### config.mk
export PLATFORM = sky130hd
export DESIGN_NAME = stereo_demux_flat
export DESIGN_NICKNAME = d
export VERILOG_FILES = /design/src/rtl/mpx_pkg.sv /design/src/rtl/stereo_demux_if.sv /design/src/rtl/demux_regs.sv /design/src/rtl/stereo_demux.sv /design/src/flat_wrapper.sv
export SDC_FILE = /design/constraint.sdc
export NUM_CORES = 1
export LEC_CHECK = 0
export CELL_PAD_IN_SITES_DETAIL_PLACEMENT = 0
export CELL_PAD_IN_SITES_GLOBAL_PLACEMENT = 1
export CORE_ASPECT_RATIO = 1.2
export CORE_MARGIN = 10
export CORE_UTILIZATION = 40
export DETAILED_ROUTE_END_ITERATION = 10
export PLACE_DENSITY_LB_ADDON = 0.1
export SLEW_MARGIN = 20
export SYNTH_ARGS = -nofsm -noshare
export SYNTH_HDL_FRONTEND = slang
export SYNTH_SLANG_ARGS = --single-unit
export TNS_END_PERCENT = 20
### constraint.sdc
create_clock -name clk -period 6 [get_ports clk]
set_clock_uncertainty 0.05 [all_clocks]
set_input_delay 1.2 -clock clk [delete_from_list [all_inputs] [get_ports clk]]
set_output_delay 1.2 -clock clk [all_outputs]
set_load 0.005 [all_outputs]
### src/rtl/mpx_pkg.sv
// Shared MPX stereo definitions: demux state encoding, APB register offsets,
// CTRL/STATUS bit positions and the pilot-removal helper used by encoder and decoder.
package mpx_pkg;

   typedef enum logic [1:0] {
      ST_IDLE   = 2'd0,
      ST_WAIT_R = 2'd1,
      ST_WAIT_L = 2'd2
   } demux_state_t;

   localparam logic [3:0] REG_CTRL     = 4'h0;
   localparam logic [3:0] REG_TIMEOUT  = 4'h4;
   localparam logic [3:0] REG_PAIR_CNT = 4'h8;
   localparam logic [3:0] REG_STATUS   = 4'hC;

   localparam int CTRL_ENABLE    = 0;
   localparam int CTRL_SWAP      = 1;
   localparam int CTRL_RESYNC    = 2;
   localparam int CTRL_CLR_STATS = 3;

   localparam int STATUS_LOCKED    = 0;
   localparam int STATUS_STATE_LSB = 1;
   localparam int STATUS_TCNT_LSB  = 8;

   localparam logic [7:0] TCNT_MAX = 8'hFF;

   // Encoder adds pilot*256 to the sample; subtracting it modulo 2^16 is the exact inverse.
   function automatic logic [15:0] remove_pilot(input logic [15:0]        mpx,
                                                input logic signed [15:0] pilot);
      logic [15:0] scaled;
      scaled = pilot << 8;
      return mpx - scaled;
   endfunction

   function automatic logic [31:0] pack_status(input logic         locked,
                                               input demux_state_t st,
                                               input logic [7:0]   tcnt);
      logic [31:0] word;
      word                            = '0;
      word[STATUS_LOCKED]             = locked;
      word[STATUS_STATE_LSB +: 2]     = st;
      word[STATUS_TCNT_LSB +: 8]      = tcnt;
      return word;
   endfunction

endpackage

### src/rtl/stereo_demux_if.sv
// Zero-wait APB slave bus for the stereo demux register block.
// No pready: every access completes in its access phase, prdata is combinational.
interface stereo_demux_if;
   logic        psel;
   logic        penable;
   logic        pwrite;
   logic [31:0] paddr;
   logic [31:0] pwdata;
   logic [31:0] prdata;

   modport master (
      output psel, penable, pwrite, paddr, pwdata,
      input  prdata
   );

   modport slave (
      input  psel, penable, pwrite, paddr, pwdata,
      output prdata
   );
endinterface

### src/rtl/demux_regs.sv
// APB register file for stereo_demux: CTRL/TIMEOUT storage plus PAIR_COUNT/STATUS readback.
// Writes land on the access-phase edge; resync/clr_stats are same-cycle pulses and read back 0.
module demux_regs
   import mpx_pkg::*;
#(
   parameter logic [31:0] TIMEOUT_DEFAULT = 32'd1024
) (
   input  logic         clk,
   input  logic         reset,
   stereo_demux_if.slave apb,
   input  logic         locked_i,
   input  demux_state_t state_i,
   input  logic [7:0]   timeout_cnt_i,
   input  logic [31:0]  pair_count_i,
   output logic         enable_o,
   output logic         swap_o,
   output logic         resync_o,
   output logic         clr_stats_o,
   output logic [31:0]  timeout_o
);

   logic        wr_en;
   logic        enable_q, enable_d;
   logic        swap_q, swap_d;
   logic [31:0] timeout_q, timeout_d;
   logic        unused_addr;

   assign wr_en       = apb.psel & apb.penable & apb.pwrite;
   assign unused_addr = ^apb.paddr[31:4];

   always_comb begin
      enable_d    = enable_q;
      swap_d      = swap_q;
      timeout_d   = timeout_q;
      resync_o    = 1'b0;
      clr_stats_o = 1'b0;
      if (wr_en) begin
         case (apb.paddr[3:0])
            REG_CTRL: begin
               enable_d    = apb.pwdata[CTRL_ENABLE];
               swap_d      = apb.pwdata[CTRL_SWAP];
               resync_o    = apb.pwdata[CTRL_RESYNC];
               clr_stats_o = apb.pwdata[CTRL_CLR_STATS];
            end
            REG_TIMEOUT: timeout_d = apb.pwdata;
            default: ;
         endcase
      end
   end

   always_ff @(posedge clk or negedge reset) begin
      if (!reset) begin
         enable_q  <= 1'b0;
         swap_q    <= 1'b0;
         timeout_q <= TIMEOUT_DEFAULT;
      end else begin
         enable_q  <= enable_d;
         swap_q    <= swap_d;
         timeout_q <= timeout_d;
      end
   end

   always_comb begin
      apb.prdata = '0;
      case (apb.paddr[3:0])
         REG_CTRL: begin
            apb.prdata[CTRL_ENABLE] = enable_q;
            apb.prdata[CTRL_SWAP]   = swap_q;
         end
         REG_TIMEOUT:  apb.prdata = timeout_q;
         REG_PAIR_CNT: apb.prdata = pair_count_i;
         REG_STATUS:   apb.prdata = pack_status(locked_i, state_i, timeout_cnt_i);
         default: ;
      endcase
   end

   assign enable_o  = enable_q;
   assign swap_o    = swap_q;
   assign timeout_o = timeout_q;

endmodule

### src/rtl/stereo_demux.sv
// Stereo MPX demux: strips pilot*256 from each strobed sample and pairs first(R)/second(L).
// out_valid pulses 1 clk after the L strobe; no backpressure, samples outside WAIT_R/WAIT_L are dropped.
module stereo_demux
   import mpx_pkg::*;
#(
   parameter logic [31:0] TIMEOUT_DEFAULT = 32'd1024
) (
   input  logic               clk,
   input  logic               reset,
   stereo_demux_if.slave      apb,
   input  logic [15:0]        mpx_in,
   input  logic               mpx_valid,
   input  logic signed [15:0] pilot_ref,
   output logic [15:0]        out_l,
   output logic [15:0]        out_r,
   output logic               out_valid
);

   demux_state_t state_q, state_d;
   logic [15:0]  clean;
   logic [15:0]  first_q, first_d;
   logic [31:0]  gap_q, gap_d, gap_next;
   logic         gap_hit;
   logic         locked_q, locked_d;
   logic [7:0]   tcnt_q, tcnt_d;
   logic [31:0]  pair_cnt_q, pair_cnt_d;
   logic [15:0]  out_l_q, out_l_d;
   logic [15:0]  out_r_q, out_r_d;
   logic         out_vld_q, out_vld_d;
   logic         take_first, pair_done, timeout_evt;
   logic         enable, swap, resync, clr_stats;
   logic [31:0]  timeout;

   demux_regs #(
      .TIMEOUT_DEFAULT (TIMEOUT_DEFAULT)
   ) u_regs (
      .clk           (clk),
      .reset         (reset),
      .apb           (apb),
      .locked_i      (locked_q),
      .state_i       (state_q),
      .timeout_cnt_i (tcnt_q),
      .pair_count_i  (pair_cnt_q),
      .enable_o      (enable),
      .swap_o        (swap),
      .resync_o      (resync),
      .clr_stats_o   (clr_stats),
      .timeout_o     (timeout)
   );

   assign clean    = remove_pilot(mpx_in, pilot_ref);
   assign gap_next = (gap_q == 32'hFFFF_FFFF) ? gap_q : gap_q + 32'd1;
   // gap_next is the number of cycles elapsed since the R sample once this edge passes.
   assign gap_hit  = (timeout != 32'd0) && (gap_next >= timeout);

   always_comb begin
      state_d     = state_q;
      locked_d    = locked_q;
      gap_d       = gap_q;
      take_first  = 1'b0;
      pair_done   = 1'b0;
      timeout_evt = 1'b0;
      if (!enable) begin
         state_d  = ST_IDLE;
         locked_d = 1'b0;
         gap_d    = '0;
      end else if (resync) begin
         state_d  = ST_WAIT_R;
         locked_d = 1'b0;
         gap_d    = '0;
      end else begin
         case (state_q)
            ST_IDLE: state_d = ST_WAIT_R;
            ST_WAIT_R: begin
               if (mpx_valid) begin
                  take_first = 1'b1;
                  gap_d      = '0;
                  state_d    = ST_WAIT_L;
               end
            end
            ST_WAIT_L: begin
               if (mpx_valid) begin
                  pair_done = 1'b1;
                  locked_d  = 1'b1;
                  gap_d     = '0;
                  state_d   = ST_WAIT_R;
               end else if (gap_hit) begin
                  timeout_evt = 1'b1;
                  locked_d    = 1'b0;
                  gap_d       = '0;
                  state_d     = ST_WAIT_R;
               end else begin
                  gap_d = gap_next;
               end
            end
            default: state_d = ST_IDLE;
         endcase
      end
   end

   always_comb begin
      first_d    = first_q;
      out_l_d    = out_l_q;
      out_r_d    = out_r_q;
      out_vld_d  = pair_done;
      pair_cnt_d = pair_cnt_q;
      tcnt_d     = tcnt_q;
      if (take_first) begin
         first_d = clean;
      end
      if (pair_done) begin
         out_l_d = swap ? first_q : clean;
         out_r_d = swap ? clean   : first_q;
      end
      if (clr_stats) begin
         pair_cnt_d = '0;
         tcnt_d     = '0;
      end else begin
         if (pair_done) begin
            pair_cnt_d = pair_cnt_q + 32'd1;
         end
         if (timeout_evt && (tcnt_q != TCNT_MAX)) begin
            tcnt_d = tcnt_q + 8'd1;
         end
      end
   end

   always_ff @(posedge clk or negedge reset) begin
      if (!reset) begin
         state_q <= ST_IDLE;
      end else begin
         state_q <= state_d;
      end
   end

   always_ff @(posedge clk or negedge reset) begin
      if (!reset) begin
         first_q    <= '0;
         gap_q      <= '0;
         locked_q   <= 1'b0;
         tcnt_q     <= '0;
         pair_cnt_q <= '0;
         out_l_q    <= '0;
         out_r_q    <= '0;
         out_vld_q  <= 1'b0;
      end else begin
         first_q    <= first_d;
         gap_q      <= gap_d;
         locked_q   <= locked_d;
         tcnt_q     <= tcnt_d;
         pair_cnt_q <= pair_cnt_d;
         out_l_q    <= out_l_d;
         out_r_q    <= out_r_d;
         out_vld_q  <= out_vld_d;
      end
   end

   assign out_l     = out_l_q;
   assign out_r     = out_r_q;
   assign out_valid = out_vld_q;

endmodule

### src/flat_wrapper.sv
// flat-port wrapper written by rule: the top's interface ports become plain ports
module stereo_demux_flat import mpx_pkg::*;
#(
   parameter logic [31:0] TIMEOUT_DEFAULT = 32'd1024
)
  (clk, reset, mpx_in, mpx_valid, pilot_ref, out_l, out_r, out_valid, apb_psel, apb_penable, apb_pwrite, apb_paddr, apb_pwdata, apb_prdata);
  stereo_demux_if apb_i ();
  input  logic clk;
  input  logic reset;
  input  logic [15:0] mpx_in;
  input  logic mpx_valid;
  input  logic signed [15:0] pilot_ref;
  output logic [15:0] out_l;
  output logic [15:0] out_r;
  output logic out_valid;
  input wire logic [$bits(apb_i.psel)-1:0] apb_psel;
  input wire logic [$bits(apb_i.penable)-1:0] apb_penable;
  input wire logic [$bits(apb_i.pwrite)-1:0] apb_pwrite;
  input wire logic [$bits(apb_i.paddr)-1:0] apb_paddr;
  input wire logic [$bits(apb_i.pwdata)-1:0] apb_pwdata;
  output wire logic [$bits(apb_i.prdata)-1:0] apb_prdata;
  assign apb_i.psel = apb_psel;
  assign apb_i.penable = apb_penable;
  assign apb_i.pwrite = apb_pwrite;
  assign apb_i.paddr = apb_paddr;
  assign apb_i.pwdata = apb_pwdata;
  assign apb_prdata = apb_i.prdata;
  stereo_demux #(.TIMEOUT_DEFAULT(TIMEOUT_DEFAULT)) u_core (.clk(clk), .reset(reset), .apb(apb_i), .mpx_in(mpx_in), .mpx_valid(mpx_valid), .pilot_ref(pilot_ref), .out_l(out_l), .out_r(out_r), .out_valid(out_valid));
endmodule
---- Yosys cells after proc, flatten, opt, wreduce, memory -nomap -nowiden ----
Index checks and enable logic that the tools add are counted.
operators by class
  add/subtract/negate cells ............... 4
  magnitude comparators ................... 1
  eq/ne operators ......................... 12
  multiplexer cells ....................... 42
  bitwise logic cells ..................... 2
  reductions and logical operators ........ 12
operators by type and width
  operator                 number
  $mux W32                 8
  $pmux W30 S3             1
  $add A32 B1 Y32 const B  2
  $pmux W32 S2             1
  $eq A32 B32 Y1 const B   1
  $ge A32 B32 Y1           1
  $mux W16                 2
  $reduce_bool A32 Y1      1
  $mux W1                  21
  $mux W8                  2
  $sub A16 B16 Y16         1
  $mux W2                  5
  $reduce_and A2 Y1        5
  $add A8 B1 Y8 const B    1
  $eq A4 B4 Y1 const B     2
  $ne A8 B8 Y1 const B     1
  $pmux W2 S4              1
  $pmux W2 S3              1
  $ne A5 B3 Y1 const B     1
  $eq A4 B3 Y1 const B     1
  $logic_not A4 Y1         1
  $ne A4 B1 Y1 const B     1
  $ne A4 B2 Y1 const B     1
  $ne A4 B3 Y1 const B     1
  7 further kinds          10
storage, ports and cells
  bits in registers ....................... 158
  bits of input ports ..................... 102
  output and inout port bits .............. 65
  word-level logic and storage cells ...... 85

---- Depth between registers and ports, before layout ----
  word-level depth ........................ 12
  mapped depth ............................ 16

---- Modules after synthesis ----
From an unflattened synthesis, not the netlist that was laid out.
unflattened totals
  cell total of the unflattened synthesis .. 977
  area, all modules ....................... 9331.4 um^2
modules (own cells, without submodules)
  module        times used  cells an instance  area an instance (um^2)
  stereo_demux  1           844                7604.8
  demux_regs    1           133                1726.7

---- Worst setup path after synthesis ----
Ideal clock, no wire load.
  path kind ............................... register to register
  start ................................... reg u_core.gap_q[4]
  end ..................................... reg u_core.tcnt_q[6]
  library setup time ...................... 0.125 ns
  data arrival time ....................... 4.333 ns
  required time ........................... 5.825 ns
  setup slack ............................. 1.492 ns
  stages on the path, launching flop included .. 16
  period minus slack after synthesis ...... 4.508 ns
  cell sequence ........................... dfrtp_1 > and4_1 > clkbuf_1 > and3_1 > and4_1 > nor2_1 > nand3_1 > xnor2_1 > ha_1 > nand4_1 > or3_1 > or4_4 > a311oi_4 > o21ai_2 > or2_1 > mux2_4
between the ends
  longest elaborated chain between the ends .. 11
  elaborated cells on any way between the ends .. 12
  classes of those cells .................. add/sub (1); order compare (1); eq/ne (1); mux (6); reduce/logical (3)
RTL lines
  element                                                   RTL line             text
  start: declaration                                        stereo_demux.sv:22   logic [31:0] gap_q, gap_d, gap_next;
  start signal: assignment                                  stereo_demux.sv:148  gap_q <= gap_d;
  $add A32 B1 Y32 / $eq A32 B32 Y1 (equally long branches)  stereo_demux.sv:52   assign gap_next = (gap_q == 32'hFFFF_FFFF) ? gap_q : gap_q + 32'd1;
  $mux W32 *                                                stereo_demux.sv:52
  $ge A32 B32 Y1 *                                          stereo_demux.sv:54   assign gap_hit = (timeout != 32'd0) && (gap_next >= timeout);
  $logic_and A1 B1 Y1 *                                     stereo_demux.sv:54
  $mux W1 *                                                 stereo_demux.sv:87   end else if (gap_hit) begin
  $mux W1 *                                                 stereo_demux.sv:82   if (mpx_valid) begin
  $mux W1 *                                                 stereo_demux.sv:72   case (state_q)
  $mux W1 *                                                 stereo_demux.sv:67   end else if (resync) begin
  $mux W1 *                                                 stereo_demux.sv:63   if (!enable) begin
  $logic_and A1 B1 Y1 *                                     stereo_demux.sv:122  if (timeout_evt && (tcnt_q != TCNT_MAX)) begin
  $reduce_bool A2 Y1 (no source line) *                     --
  end signal: assignment                                    stereo_demux.sv:150  tcnt_q <= tcnt_d;
  end: declaration                                          stereo_demux.sv:25   logic [7:0] tcnt_q, tcnt_d;
Mark *: on every way between the ends. The rest lies on a longest branch, timed or not.
A chain may end at the register's enable or synchronous reset.

---- Worst setup path in the final report ----
Same ends and word-level chain as after synthesis.

==> flow_results.xml <==
<?xml version="1.0" encoding="UTF-8"?>
<metrics>
  <group name="grt">
    <metric name="pin_count_of_the_biggest_net_entering_global_routing" unit="">64</metric>
    <metric name="antenna_found_initial" unit="">0</metric>
    <metric name="grt_util_all_layers" unit="">0.1823</metric>
    <metric name="first_global_vias" unit="">7691</metric>
    <metric name="grt_first_pass_wirelength" unit="µm">42030</metric>
    <metric name="global_route.overflow_total" unit="">0</metric>
  </group>
  <group name="cts">
    <metric name="cts_max_path_buffers" unit="">2</metric>
    <metric name="cts.reportedPaths.clkPinSlew" unit="ns">0.07</metric>
    <metric name="postCtsSetupBuffers" unit="">0</metric>
    <metric name="clock-root-buffer" unit="">sky130_fd_sc_hd__clkbuf_16</metric>
    <metric name="clock-sinks" unit="">158</metric>
    <metric name="insertion_delay_of_the_later_clocked_pin_in_the_worst_skew_pair" unit="ns">0.43</metric>
    <metric name="tritoncts" unit="">yes</metric>
    <metric name="cts_made_buffers" unit="">17</metric>
    <metric name="post_cts.resized_instances" unit="">0</metric>
    <metric name="postCtsHoldBufs" unit="">0</metric>
    <metric name="cts_max_level" unit="">4</metric>
  </group>
  <group name="synthesis">
    <metric name="async_flop_share" unit="">1.000</metric>
    <metric name="synthesis.instances" unit="">1010</metric>
    <metric name="netlist_top_cells_area" unit="">sky130_fd_sc_hd__dfrtp_1 43%, sky130_fd_sc_hd__ha_1 5.8%, sky130_fd_sc_hd__nand2_1 5.4%, sky130_fd_sc_hd__o21ai_0 4.8%, sky130_fd_sc_hd__xnor2_1 3.5%</metric>
    <metric name="netlist_area" unit="mm²">0.009111</metric>
    <metric name="ys_dominant_reg_cell" unit="">sky130_fd_sc_hd__dfrtp_1</metric>
    <metric name="yosysWarnings" unit="">0</metric>
    <metric name="synthDistinctLibCells" unit="">57</metric>
    <metric name="synth_largest_area_cell" unit="">sky130_fd_sc_hd__dfrtp_1</metric>
    <metric name="synth.top_cell.area_share" unit="">0.4312</metric>
    <metric name="syn_area_per_cell" unit="µm²">9.021</metric>
    <metric name="synth_enable_flop_cells" unit="">0</metric>
    <metric name="seq_area_frac_synth" unit="">0.4341</metric>
    <metric name="flops_latches_synth" unit="">158</metric>
    <metric name="syn_nets" unit="">1155</metric>
  </group>
  <group name="worst_setup_path">
    <metric name="cpMaxStageDelayCell" unit="">sky130_fd_sc_hd__nor2_1</metric>
    <metric name="critical_path_class" unit="">reg2reg</metric>
    <metric name="critical_path_arrival" unit="ns">5.42</metric>
    <metric name="worst_path_dominant_cell_family" unit="">simple AND/OR/NAND/NOR gates</metric>
    <metric name="timing.critical_path.buf_inv" unit="">1</metric>
    <metric name="critical_path.cell_chain" unit="">and4_1 &gt; and3_1 &gt; and4_1 &gt; nor2_1 &gt; nand3_1 &gt; xnor2_1 &gt; ha_1 &gt; nand4_1 &gt; or3_1 &gt; or4_4 &gt; a311oi_4 &gt; buf_4 &gt; o21ai_2 &gt; or2_1 &gt; mux2_4</metric>
    <metric name="crit_required" unit="ns">6.26</metric>
    <metric name="timing.critical_path.mode_cell" unit="">sky130_fd_sc_hd__and4_1</metric>
    <metric name="start_kind" unit="">flip-flop</metric>
    <metric name="cp_num_cells" unit="">15</metric>
    <metric name="worstPathMaxFanout" unit="">10</metric>
    <metric name="max_stage_delay" unit="ns">0.58</metric>
    <metric name="critical_path_sink_type" unit="">flip-flop</metric>
    <metric name="worst-r2r-cell-count" unit="">15</metric>
  </group>
  <group name="sta">
    <metric name="fmaxAchievable" unit="MHz">194.1</metric>
    <metric name="final_max_slew_violation_count" unit="">0</metric>
    <metric name="post-route-worst-setup-slack" unit="ns">0.8472</metric>
    <metric name="setup_viol" unit="">0</metric>
    <metric name="maxSlewHeadroom" unit="">0.5089</metric>
    <metric name="tightestPinTransition" unit="ns">0.7366</metric>
    <metric name="grt_setup_unrepaired" unit="">no</metric>
    <metric name="post-route-period-util" unit="">0.8588</metric>
    <metric name="finalHoldViolations" unit="">0</metric>
    <metric name="fin_crit" unit="ns">5.153</metric>
    <metric name="setup-tns-final" unit="ns">0</metric>
  </group>
  <group name="placement">
    <metric name="dpl_worst_slack" unit="ns">0.8792</metric>
    <metric name="placement.io_buffers" unit="">130</metric>
    <metric name="finalWeightedCongestion" unit="">0.8022</metric>
    <metric name="detailed_place_hpwl" unit="µm">19500</metric>
  </group>
  <group name="flow_run">
    <metric name="max_cap_violations" unit="">0</metric>
  </group>
  <group name="power">
    <metric name="power_density" unit="mW/mm²">237.3</metric>
    <metric name="static-leakage-power" unit="nW">5.167</metric>
    <metric name="ir_drop" unit="µV">196.4</metric>
  </group>
  <group name="status">
    <metric name="outcome" unit="">finished, final reports clean</metric>
  </group>
  <group name="drt">
    <metric name="num_vias" unit="">7652</metric>
    <metric name="post_drt_wl_per_cell" unit="µm">18.54</metric>
    <metric name="totalWireLength" unit="µm">26410</metric>
    <metric name="detail_route.drc_violations" unit="">0</metric>
    <metric name="drt_pass1_iterations" unit="">5</metric>
    <metric name="route.antenna.remaining_nets" unit="">0</metric>
    <metric name="detailedRoute.firstIterationViolations" unit="">537</metric>
    <metric name="post_drt_via_cell_ratio" unit="">5.374</metric>
  </group>
  <group name="layout">
    <metric name="most-common-layout-cells" unit="">157 x sky130_fd_sc_hd__dfrtp_1, 130 x sky130_fd_sc_hd__nand2_1, 129 x sky130_fd_sc_hd__clkdlybuf4s50_1, 88 x sky130_fd_sc_hd__o21ai_0, 67 x sky130_fd_sc_hd__nor2_1</metric>
    <metric name="diodes" unit="">0</metric>
    <metric name="layout-drive-gt1-share" unit="">0.06812</metric>
    <metric name="mostFrequentLayoutCell" unit="">sky130_fd_sc_hd__dfrtp_1</metric>
    <metric name="final_nets" unit="">1277</metric>
    <metric name="layout.core_utilization" unit="">0.5071</metric>
    <metric name="area_growth_syn_to_layout" unit="%">24.92</metric>
  </group>
  <group name="floorplanning">
    <metric name="floorplan.die.width" unit="µm">157.8</metric>
    <metric name="ioPinCount" unit="">167</metric>
    <metric name="chipHeight" unit="µm">185.3</metric>
    <metric name="floorplan_core_area" unit="mm²">0.02245</metric>
    <metric name="initial_core_util" unit="">0.4059</metric>
    <metric name="die_area" unit="mm²">0.02924</metric>
    <metric name="placement_rows" unit="">60</metric>
  </group>
  <group name="hold_path">
    <metric name="holdCritPathClass" unit="">reg2reg</metric>
    <metric name="worst_hold_path.num_cells" unit="">2</metric>
  </group>
</metrics>
[through the flow]
stage / std cells / instance area (µm²) / hold WS (ns) / total power, mW
after floorplan: 1010 / 9111 / 0.4053 / 1.386
after global placement: 1392 / 10760 / 0.4125 / 1.558
after detailed placement: 1392 / 10760 / 0.4191 / 1.564
after CTS: 1424 / 11380 / 0.4347 / 2.729
after global routing: 1424 / 11380 / 0.4534 / 2.826
final: 1424 / 11380 / 0.4241 / 2.701
[final timing paths]
| path | from | slack, ns | to |
|---|---|---|---|
| max in group asynchronous | reset | 3.96 | u_core.out_r[12] |
| worst max register to register | u_core.gap_q[4] | 0.85 | u_core.tcnt_q[6] |
| worst min-delay path | u_core.out_l[10] | 0.42 | u_core.out_l[10] |
| worst max-delay path | u_core.gap_q[4] | 0.85 | u_core.tcnt_q[6] |
| worst min register to register | u_core.out_l[10] | 0.42 | u_core.out_l[10] |
| min in group asynchronous | reset | 0.71 | u_core.out_l[10] |
[synthesized netlist by cell type (all sizes together) (2+ instances only)]
cell type / instances
a2111oi: 3
a211o: 2
a211oi: 3
a21o: 7
a21oi: 42
a221o: 2
a22o: 29
a22oi: 10
a31oi: 2
and2: 8
and3: 18
and4: 9
buf: 3
clkbuf: 43
dfrtp: 157
ha: 42
inv: 61
mux2: 11
mux2i: 21
nand2: 130
nand2b: 5
nand3: 57
nand4: 26
nor2: 68
nor2b: 2
nor3: 17
nor4: 10
o2111ai: 3
o211ai: 3
o21a: 3
o21ai: 89
o21bai: 4
o31ai: 3
or2: 4
or3: 23
or4: 6
xnor2: 36
xor2: 36
[power by group]
part           leakage [nW]  internal (mW)  switching (mW)
Sequential             2.09           1.13          0.0773
Combinational          2.78          0.151           0.182
Clock                 0.300          0.670           0.490
[sequential cells by signal (all words and copies together), names as in the netlist]
name,cells
u_core.pair_cnt_q,32
u_core.tcnt_q,8
u_core.u_regs.timeout_o,32
u_core.out_l,16
u_core.locked_q,1
u_core.out_r,16
u_core.u_regs.enable_o,1
u_core.state_q,2
u_core.gap_q,32
u_core.out_valid,1
u_core.u_regs.swap_o,1
u_core.first_q,16
[logic make-up after synthesis]
| logic type | after synthesis | share of synthesized area |
|---|---|---|
| flip-flops | 158 | 0.4341 |
| AND/OR/NAND/NOR | 388 | 0.2078 |
| XOR/XNOR | 72 | 0.06921 |
| buffers and inverters | 107 | 0.04436 |
| AO/OA/AOI/OAI | 210 | 0.1476 |
| multiplexers | 32 | 0.03708 |
| adder cells (fa/ha/maj) | 43 | 0.05987 |
[tightest hold or removal path, stage by stage, from the launching register on]
cell and delay [ns]:
sky130_fd_sc_hd__dfrtp_1 0.34, sky130_fd_sc_hd__nand2_1 0.04, sky130_fd_sc_hd__o21ai_0 0.05
[routing by layer]
layer	wire, µm	global-route usage	share of wire	up-vias
li1	-	-	-	3801
met1	12000	0.2345	0.45	3678
met2	13010	0.3103	0.49	148
met3	1050	0.02971	0.040	25
met4	344	0.04569	0.013	0
met5	0	0	0	-
[layout make-up]
type	count	area, µm²
clock inverters	15	193.9
clock buffers	17	425.4
fillers	2124	11060
inverters	61	229.0
flip-flops and latches	158	3955
repair buffers	149	1445
well taps	279	349.1
multi-input cells	745	4785
Power figures use the tool's default switching activity.
==> RTL change: new RTL, same flow settings <==
Set the package constant `STATUS_TCNT_LSB` to 7 (it was 8).
--- a/src/rtl/mpx_pkg.sv
+++ b/src/rtl/mpx_pkg.sv
@@ -22,3 +22,3 @@
    localparam int STATUS_STATE_LSB = 1;
-   localparam int STATUS_TCNT_LSB  = 8;
+   localparam int STATUS_TCNT_LSB  = 7;
 
Function: no difference found for any inputs over 4 cycles, from zero or initial values and one cycle with reset low; that may be too few to reach the edited logic, so the function may still have changed.
==> RTL change against the original RTL <==
- design area shrank 0.79%
- wire length shrank 1.4%
- critical endpoint is now u_core.gap_q[19]$_DFFE_PN0P_
- sequential cell count unchanged
- maximum frequency down 0.13%
- non-clock buffer count down 7
- area after synthesis hardly changed
- worst setup slack lost 0.0069 ns
Power is not compared: it rests on default switching activity, and its combinational part moved more than twofold at a synthesized area within 25%.
==> RTL change: results (changes against the original RTL) <==
HP Class: reg -> reg
status: finished, final reports clean
post-CTS setup buffer count: 0 (unchanged)
Syn Nets: 1149 (-0.52%)
Clock Tree Root: clkbuf_16
crit-path max FO: 12 (+2)
layout cell share with drive strength beyond 1: 6.915% (+0.10 points)
area share of fa/ha/maj cells after synthesis: 5.986% (about the same)
Final nets: 1260 (-1.3%)
post-synthesis compound-gate area fraction: 15.16% (+0.39 points)
# fillers: 2152 (+1.3%)
largest net degree at the start of global routing: 92 (+44%)
xor and xnor area share after synthesis: 6.535% (-0.39 points)
WP data arrival: 5.47 ns (+0.05 ns)
Post-CTS Resized: 0 (unchanged)
Yosys cell types: 64 (+12%)
drt first pass iters: 5 (unchanged)
dpl ws: 0.8978 ns (+0.01867 ns)
Clk Latency, worst-skew pair: 0.42 ns
Port-buffer cells: 130 (unchanged)
Synth area leaders: dfrtp_1, nand2_1, ha_1
RD Place Congestion: 0.8285 (+3.3%)
first-pass GRT wire length: 40.52 mm (-3.6%)
initial DRC count: 431 (-20%)
non-filler cells in the finished layout: 1407 (-1.2%)
Post-Route WL: 26.03 mm (-1.4%)
GRT Overall Usage: 17.71% (-0.52 points)
synthesized instance count: 1004 (-0.59%)
CTS H-tree lvls: 4 (unchanged)
hpwl dp: 19.01 mm (-2.5%)
ys flop type: dfrtp_1
vias post-DR: 7505 (-1.9%)
asr flop ratio synth: 100.0% (unchanged)
number of remaining DRC errors: 0 (unchanged)
vias in the first global route: 7252 (-5.7%)
switching power: 1007 µW
mux cell area share after synthesis: 3.858% (+0.15 points)
sequential fraction of the synthesis area: 43.40% (about the same)
VDD IR-drop max: 0.2100 mV
Post-synth top cells: dfrtp_1, nand2_1, o21ai_0
Worst-Margin Slew: 1.063 ns (+0.3268 ns)
## RTL change: changes by cell type in the layout (fill, tap and decap cells not counted), sizes merged, moves of 6 or more
| cell | before | now |
|---|---|---|
| inv | 70 | 58 |
| buf | 20 | 13 |
| nand2 | 130 | 142 |
| xnor2 | 36 | 30 |
| and3 | 18 | 24 |
| or3 | 23 | 13 |
| nand3 | 57 | 40 |
## RTL change: cell type report
| class | count | share of cell area (%) |
|---|---|---|
| Multi-Input combinational cell | 743 | 42.53 |
| Sequential cell | 158 | 35.02 |
| Timing Repair Buffer | 142 | 12.33 |
| Clock buffer | 18 | 3.889 |
| Tap cell | 279 | 3.091 |
| Inverter | 53 | 1.762 |
| Clock inverter | 14 | 1.374 |
## RTL change: cells by family after synthesis
| group | after synthesis |
|---|---|
| fa+ha+maj | 43 |
| buf+inv | 103 |
| simple gates | 385 |
| compound gates | 213 |
| flops | 158 |
| xor+xnor | 68 |
| mux | 34 |
## RTL change: path summary, 6_finish.rpt
path,startpoint,to,slack [ns],cells after the start
setup / recovery,u_core.gap_q[0]$_DFFE_PN0P_,u_core.gap_q[19]$_DFFE_PN0P_,0.84,15
hold / removal,u_core.out_l[8]$_DFFE_PN0P_,u_core.out_l[8]$_DFFE_PN0P_,0.43,2
setup reg to reg,u_core.gap_q[0]$_DFFE_PN0P_,u_core.gap_q[19]$_DFFE_PN0P_,0.84,15
hold reg to reg,u_core.out_l[8]$_DFFE_PN0P_,u_core.out_l[8]$_DFFE_PN0P_,0.43,2
max in group asynchronous,reset,u_core.out_l[5]$_DFFE_PN0P_,4.02,2
min in group asynchronous,reset,u_core.out_l[10]$_DFFE_PN0P_,0.84,1
## RTL change: layer usage
metal	global-route usage, %	wire [µm]
met5	0	0
met4	4.532	325
met3	3.528	1266
met2	29.27	12570
met1	23.12	11860
## RTL change: critical path, stage by stage, from the launching register on
cell	delay [ns]
dfrtp_1	0.45
ha_1	0.36
nand2_1	0.08
nor3_1	0.38
nand3_1	0.36
and4_1	0.44
nand3_1	0.19
xnor2_1	0.14
ha_1	0.26
a211oi_1	0.36
nor3_1	0.10
a2111oi_1	0.48
a311oi_4	0.29
or3_1	0.60
or4_1	0.48
nand3_1	0.08
## RTL change: power by group through the flow
stage                     combinational [µW]  sequential (µW)  clock (µW)
final                                    778             1450        1110
after detailed placement                 794             1470           0
after CTS                                797             1450        1140
after floorplan                          376             1430           0
after global placement                   783             1460           0
after global routing                     876             1480        1180
## RTL change: per-stage QoR
stage	power (µW)	hold WS, ns
floorplan	1805	0.4053
global placement	2247	0.4099
detailed placement	2263	0.4189
CTS	3384	0.4339
global route	3535	0.4540
finish	3336	0.4263
